<file path="src/rtl/wumpus_move_cmd_if.sv">
// Switch inputs and move-command outputs of the Wumpus move command block.
// master: the command block; slave: whatever drives the switches and consumes moves.
interface wumpus_move_cmd_if;
    logic       switchDi;
    logic       switchEs;
    logic       switchCi;
    logic       switchBa;
    logic       switch;
    logic       move_valid;
    logic [1:0] move_dir;
    logic       move_err;
    logic [7:0] move_count;

    modport master (
        input  switchDi,
        input  switchEs,
        input  switchCi,
        input  switchBa,
        input  switch,
        output move_valid,
        output move_dir,
        output move_err,
        output move_count
    );

    modport slave (
        output switchDi,
        output switchEs,
        output switchCi,
        output switchBa,
        output switch,
        input  move_valid,
        input  move_dir,
        input  move_err,
        input  move_count
    );
endinterface

</file>
<file path="src/rtl/wumpus_move_cmd.sv">
// Debounces four direction switches plus a confirm button and issues one move per press.
// Define WUMPUS_MOVE_COUNT_EN to build the saturating move_count counter.
module wumpus_move_cmd #(
    parameter int DEBOUNCE_CYCLES = 250000
) (
    input  logic                  clock,
    input  logic                  reset,
    wumpus_move_cmd_if.master     bus
);

    localparam int             CW   = $clog2(DEBOUNCE_CYCLES);
    localparam logic [CW-1:0]  CMAX = CW'(DEBOUNCE_CYCLES - 1);
    localparam logic [CW-1:0]  ONE  = CW'(1);
    localparam int             NCH  = 5;
    localparam int             CONF = 4;

    typedef enum logic [1:0] {
        IDLE,
        ISSUE,
        HOLD
    } state_e;

    logic [NCH-1:0] raw;
    logic [NCH-1:0] sync1_q;
    logic [NCH-1:0] sync2_q;
    logic [NCH-1:0] deb_q;
    logic [NCH-1:0] deb_d;
    logic [CW-1:0]  cnt_q [NCH];
    logic [CW-1:0]  cnt_d [NCH];
    logic           conf_prev_q;

    state_e         state_q;
    state_e         state_d;
    logic [1:0]     dir_q;
    logic [1:0]     dir_d;
    logic           err_q;
    logic           err_d;
    logic [1:0]     dir_code;
    logic           one_hot;
    logic           rise;

    assign raw = {bus.switch, bus.switchBa, bus.switchCi,
                  bus.switchEs, bus.switchDi};

    // Counter only runs while levels differ; the last differing count flips the level
    always_comb begin
        deb_d = deb_q;
        for (int i = 0; i < NCH; i++) begin
            cnt_d[i] = '0;
            if (sync2_q[i] != deb_q[i]) begin
                if (cnt_q[i] == CMAX) begin
                    deb_d[i] = sync2_q[i];
                end else begin
                    cnt_d[i] = cnt_q[i] + ONE;
                end
            end
        end
    end

    always_ff @(posedge clock) begin
        if (!reset) begin
            sync1_q     <= '0;
            sync2_q     <= '0;
            deb_q       <= '0;
            conf_prev_q <= 1'b0;
            for (int i = 0; i < NCH; i++) begin
                cnt_q[i] <= '0;
            end
        end else begin
            sync1_q     <= raw;
            sync2_q     <= sync1_q;
            deb_q       <= deb_d;
            conf_prev_q <= deb_q[CONF];
            for (int i = 0; i < NCH; i++) begin
                cnt_q[i] <= cnt_d[i];
            end
        end
    end

    assign rise = deb_q[CONF] & ~conf_prev_q;

    always_comb begin
        one_hot  = 1'b1;
        dir_code = 2'b00;
        unique case (deb_q[3:0])
            4'b0001: dir_code = 2'b00;
            4'b0010: dir_code = 2'b01;
            4'b0100: dir_code = 2'b10;
            4'b1000: dir_code = 2'b11;
            default: one_hot  = 1'b0;
        endcase
    end

    always_comb begin
        state_d = state_q;
        dir_d   = dir_q;
        err_d   = 1'b0;
        unique case (state_q)
            IDLE: begin
                if (rise) begin
                    if (one_hot) begin
                        state_d = ISSUE;
                        dir_d   = dir_code;
                    end else begin
                        state_d = HOLD;
                        err_d   = 1'b1;
                    end
                end
            end
            ISSUE: begin
                state_d = HOLD;
            end
            HOLD: begin
                if (!deb_q[CONF]) begin
                    state_d = IDLE;
                end
            end
            default: begin
                state_d = IDLE;
            end
        endcase
    end

    always_ff @(posedge clock) begin
        if (!reset) begin
            state_q <= IDLE;
            dir_q   <= 2'b00;
            err_q   <= 1'b0;
        end else begin
            state_q <= state_d;
            dir_q   <= dir_d;
            err_q   <= err_d;
        end
    end

    assign bus.move_valid = (state_q == ISSUE);
    assign bus.move_err   = err_q;
    assign bus.move_dir   = dir_q;

`ifdef WUMPUS_MOVE_COUNT_EN
    logic [7:0] count_q;
    logic [7:0] count_d;

    always_comb begin
        count_d = count_q;
        if (state_q == ISSUE && count_q != 8'hFF) begin
            count_d = count_q + 8'd1;
        end
    end

    always_ff @(posedge clock) begin
        if (!reset) begin
            count_q <= 8'd0;
        end else begin
            count_q <= count_d;
        end
    end

    assign bus.move_count = count_q;
`else
    assign bus.move_count = 8'd0;
`endif

endmodule

</file>
<file path="src/flat_wrapper.sv">
// flat-port wrapper written by rule: the top's interface ports become plain ports
module wumpus_move_cmd_flat 
#(
    parameter int DEBOUNCE_CYCLES = 250000
)
  (clock, reset, bus_switchDi, bus_switchEs, bus_switchCi, bus_switchBa, bus_switch, bus_move_valid, bus_move_dir, bus_move_err, bus_move_count);
  wumpus_move_cmd_if bus_i ();
  input  logic clock;
  input  logic reset;
  input wire logic [$bits(bus_i.switchDi)-1:0] bus_switchDi;
  input wire logic [$bits(bus_i.switchEs)-1:0] bus_switchEs;
  input wire logic [$bits(bus_i.switchCi)-1:0] bus_switchCi;
  input wire logic [$bits(bus_i.switchBa)-1:0] bus_switchBa;
  input wire logic [$bits(bus_i.switch)-1:0] bus_switch;
  output wire logic [$bits(bus_i.move_valid)-1:0] bus_move_valid;
  output wire logic [$bits(bus_i.move_dir)-1:0] bus_move_dir;
  output wire logic [$bits(bus_i.move_err)-1:0] bus_move_err;
  output wire logic [$bits(bus_i.move_count)-1:0] bus_move_count;
  assign bus_i.switchDi = bus_switchDi;
  assign bus_i.switchEs = bus_switchEs;
  assign bus_i.switchCi = bus_switchCi;
  assign bus_i.switchBa = bus_switchBa;
  assign bus_i.switch = bus_switch;
  assign bus_move_valid = bus_i.move_valid;
  assign bus_move_dir = bus_i.move_dir;
  assign bus_move_err = bus_i.move_err;
  assign bus_move_count = bus_i.move_count;
  wumpus_move_cmd #(.DEBOUNCE_CYCLES(DEBOUNCE_CYCLES)) u_core (.clock(clock), .reset(reset), .bus(bus_i));
endmodule
</file>
<file path="config.mk">
export PLATFORM = sky130hd
export DESIGN_NAME = wumpus_move_cmd_flat
export DESIGN_NICKNAME = d
export VERILOG_FILES = /design/src/rtl/wumpus_move_cmd_if.sv /design/src/rtl/wumpus_move_cmd.sv /design/src/flat_wrapper.sv
export SDC_FILE = /design/constraint.sdc
export NUM_CORES = 1
export LEC_CHECK = 0
export BUFFER_PORTS_ARGS = -buffer_cell sky130_fd_sc_hd__buf_2
export CAP_MARGIN = 20
export CORE_ASPECT_RATIO = 0.8
export CORE_MARGIN = 5
export CORE_UTILIZATION = 60
export DETAILED_ROUTE_END_ITERATION = 8
export GPL_TIMING_DRIVEN = 0
export PLACE_DENSITY_LB_ADDON = 0.15
export SYNTH_ARGS = -nofsm -noshare
export SYNTH_HDL_FRONTEND = slang
export SYNTH_SLANG_ARGS = --single-unit
</file>
<file path="constraint.sdc">
create_clock -name clock -period 2.45 [get_ports clock]
set_input_delay 0.1225 -clock clock [delete_from_list [all_inputs] [get_ports clock]]
set_output_delay 0.1225 -clock clock [all_outputs]
set_load 0.03 [all_outputs]
</file>
# Word-level counts from Yosys, hierarchy flattened
# Memories as Yosys holds them, arrays and structs flattened.
# Index checks and enable logic that the tools add are counted.
[word_totals]
ff_bits = 21
ram_bits = 90
input_bits = 7
output_inout_bits = 12
word_cells = 76
mem_count = 1
[memory_table]
columns = ["name", "depth", "word_bits", "rd", "rd_clocked_by_memory_dff", "write_ports", "line_no", "text"]
rows = [
  ["u_core.cnt_q", 5, 18, 5, 0, 5, "wumpus_move_cmd.sv:28", "logic [CW-1:0] cnt_q [NCH];"],
]
[classes]
n_addsub = 5
eq_ne = 18
muxes = 24
bitwise = 7
n_reduce_logical = 10
[ops]
columns = ["op", "count"]
rows = [
  ["two-way mux 18 bit", 15],
  ["adder 18 x 1 -> 18 bit, second input constant", 5],
  ["== test 18 bit, second input constant", 5],
  ["one-hot mux 2 bit (3 select lines)", 2],
  ["AND reduction 2 bit", 6],
  ["two-way mux 2 bit", 3],
  ["AND reduction 3 bit", 2],
  ["!= test 1 bit", 5],
  ["bitwise OR 1 bit", 5],
  ["== test 4 x 1 -> 1 bit, second input constant", 1],
  ["== test 4 x 2 -> 1 bit, second input constant", 1],
  ["== test 4 x 3 -> 1 bit, second input constant", 1],
  ["== test 4 bit, second input constant", 1],
  ["two-way mux 1 bit", 4],
  ["OR reduction 4 bit", 1],
  ["== test 2 x 1 -> 1 bit, second input constant", 1],
  ["== test 2 bit, second input constant", 1],
  ["logical NOT 2 bit", 1],
  ["!= test 2 x 1 -> 1 bit, second input constant", 1],
  ["!= test 2 bit, second input constant", 1],
  ["AND 1 bit", 1],
  ["NOT 1 bit", 1],
]

# Depth between registers and ports, before layout
[depth]
depth_word = 6
depth_mapped = 7
depth_no_buf = 5

# Least setup slack after synthesis
# No wires, ideal clock.
[synth_path]
path_kind = "register to register"
start = "memory u_core.cnt_q[4][0] (netlist bit)"
end = "memory u_core.cnt_q[4][10] (netlist bit)"
setup_time_ns = 0.128
arrival_ns = 1.689
required_time_ns = 2.322
setup_slack_ns = 0.634
stages_incl_launch_ff = 7
n_path_buf = 1
synth_period_minus_slack_ns = 1.816
cell_sequence = "dfxtp_1 ha_1 and3_1 nand4_1 o211ai_1 clkbuf_1 nor2_1"
[synth_lines]
columns = ["item", "line_no"]
rows = [
  ["from (decl)", "wumpus_move_cmd.sv:28"],
]

==> metrics.cfg <==
[clocking]
root_buffer = clkbuf_8
clock_latency_ns = 0.38
cts_tree = yes
post_cts_buffers = 0
postCtsHoldBufs = 5
clockBufferDepth = 2
htreeDepth = 3
cts-resized-gates = 0
cts.sinks = 111
cts_buffers = 9
clk_pin_slew_ns = 0.10

[final_layout]
design_area_um2 = 5384
mostFrequentLayoutCell = dfxtp_1
drive_gt1_share_pct = 7.679
mostFrequentLayoutCells = dfxtp_1 (111), nor2_1 (101), xnor2_1 (58)
insertedDiodeCount = 0
syn_to_final_growth_pct = 8.964
fin_nets = 606
final_cells = 707

[job]
drv_cap = 0

[detailed_routing]
vias_per_cell = 5.540
vias = 3917
dr.pass1.iters = 4
drc = 0
wl_per_cell_um = 12.85
ant_nets = 0
drt_wl_total_um = 9088
dr.first_iter.drc_count = 325

[place]
numPlacedInstances = 686
place_congestion = 0.8489
dp_hpwl_um = 6584
place_ws_ns = 0.1904
port_buffers = 9
place_area_um2 = 5147

[logic_synthesis]
synth-async-reset-ratio_pct = 0
synth_seq_cells = 111
ys.flop_type = dfxtp_1
syn_area_um2 = 4941
synthCells = 562
ys_types = 46
synth_edf_count = 0
yosysSeqAreaShare_pct = 44.97
yosysWarnings = 0
synth.avg_cell_area_um2 = 8.792

[setup_path]
reg2reg_depth = 6
critical_path_class = reg2reg
required_ns = 2.70
r2r-end = u_core.cnt_q[4][8]$_SDFF_PP0_
rrSetupSlack_ns = 0.21
critPathLaunchType = flop
startpoint = u_core.cnt_q[4][0]$_SDFF_PP0_
cp-end-kind = flop
cp_max_fo = 10
critical_path_arrival_ns = 2.49
regToRegStartpoint = u_core.cnt_q[4][0]$_SDFF_PP0_

[global_route]
grtUsageTotal_pct = 18.64
grt_pass1_wl_um = 16080
grt_start_max_net_pins = 17
grt_pass1_vias = 3661
antenna_found_initial = 0
grt-ovfl-total = 0

[min_path]
whs_endpoint = u_core.deb_q[3]$_SDFFE_PN0P_
hold_path_startpoint = reset
hp-class = in2reg
whs_path_depth = 3

[pwr]
seq_power_share_pct = 62.2
combPwrFrac_pct = 2.5
clockPowerShare_pct = 35.3
p_sw_uw = 626.6
p_int_uw = 2296
ir_drop_v = 0.0003847
p_leak_uw = 0.001671
powerDensity_nw_per_um2 = 542.9
switching_share_pct = 21.44

[floorplan]
num_io_pins = 19
core_area_um2 = 7983
die_h_um = 91.17
dieWidth_um = 111.5
die-area_um2 = 10160
initial_core_util_pct = 61.90
rows = 29

[sta]
max_freq_mhz = 445.7
slew_headroom_pct = 50.31
hold_viol = 0
fin_crit_ns = 2.244
whs_ns = 0.2143
setup_violations = 0
finalCritPeriodShare_pct = 91.59
tightest_slew_ns = 0.7349
layout_setup_ws_ns = 0.2062
skew_ns = 0.009898
fin_setup_tns_ns = 0
finalMaxSlewViolations = 0
grt_setup_unrepaired = no

[outcome]
status = finished clean

[routing by layer]
| layer | wire (µm) | track usage, % | vias to the layer above |
|---|---|---|---|
| li1 | - | - | 2003 |
| met1 | 4502 | 24.46 | 1838 |
| met2 | 4075 | 29.92 | 65 |
| met3 | 411 | 5.249 | 11 |
| met4 | 98 | 5.978 | 0 |
| met5 | 0 | 0 | - |
[kinds of logic (layout without fill, tap and decap cells)]
logic type	Yosys count	in the layout	share of synthesized area, %
buffers and inverters	41	71	4.026
flip-flops	111	111	44.97
adder cells (fa/ha/maj)	5	5	1.266
multiplexers	3	3	0.6078
other	1	8	0.07590
AND/OR/NAND/NOR	284	284	29.86
AO/OA/AOI/OAI	41	41	5.723
XOR/XNOR	76	76	13.47
[worst max-delay path by stage]
stage                                           endpoint  cells past startpoint
final                      u_core.cnt_q[4][8]$_SDFF_PP0_                      6
after global routing       u_core.cnt_q[4][8]$_SDFF_PP0_                      6
after CTS                  u_core.cnt_q[4][8]$_SDFF_PP0_                      6
after detailed placement   u_core.cnt_q[4][8]$_SDFF_PP0_                      6
after global placement     u_core.cnt_q[4][7]$_SDFF_PP0_                      6
after floorplan           u_core.cnt_q[4][10]$_SDFF_PP0_                      6
[final cells by class]
class                           instances  area, µm²
Sequential cell                       111       2222
Fill cell                             691       2599
Clock buffer                           14      172.7
Multi-Input combinational cell        417       2546
Timing Repair Buffer                   14      95.09
Clock inverter                          2      13.76
Tap cell                              108      135.1
Buffer                                 24      135.1
Inverter                               17      63.81
[power groups by stage]
stage	logic [µW]	clock network, µW	registers (µW)
floorplan	53.7	0	1860
global placement	66.8	0	1860
detailed placement	68.0	0	1860
CTS	74.2	1070	1820
global route	82.5	1150	1820
finish	74.2	1030	1820
[through the flow]
step,utilization [%],total power [µW]
floorplan,-,1913
global route,67.45,3057
finish,67.45,2923
CTS,67.45,2965
global placement,64.48,1927
detailed placement,64.48,1928
[critical path, cell delays in order, from the launching register on]
cell and delay, ns:
dfxtp_1 0.38, ha_1 0.22, and3_1 0.26, nand4_1 0.13, o211ai_1 0.61, clkbuf_1 0.41
nor2_1 0.11
[state kept, by name, indices dropped and copies added, names as in the netlist]
register and flops:
u_core.bus.move_err 1, u_core.cnt_q 90, u_core.bus.move_dir 2, u_core.state_q 2
u_core.deb_q 5, u_core.conf_prev_q 1, u_core.sync2_q 5, u_core.sync1_q 5
[synthesized netlist by cell type, types with 2 or more instances]
library cell,n,area (µm²)
or3_1,5,31.28
a21oi_1,13,65.06
nor2_1,101,379.1
and3_1,8,50.05
nor4_1,24,150.1
xor2_1,18,157.7
o21a_1,2,15.01
nand3b_1,2,15.01
ha_1,5,62.56
and2_1,10,62.56
o31ai_1,7,52.55
dfxtp_1,111,2222
o211ai_1,4,30.03
o21ai_0,5,25.02
inv_1,17,63.81
mux2i_1,3,30.03
nand4_2,3,37.54
buf_2,3,15.01
nor2b_1,3,18.77
clkbuf_1,11,41.29
nor4b_1,8,70.07
and4_1,3,26.28
nand4_1,21,131.4
nand2_1,30,112.6
nor3_1,16,80.08
or4b_1,2,20.02
a211oi_1,4,30.03
or4_1,7,52.55
xnor2_1,58,508.0
nand3_1,34,170.2
buf_4,9,67.56
(Power assumes the default switching activity.)
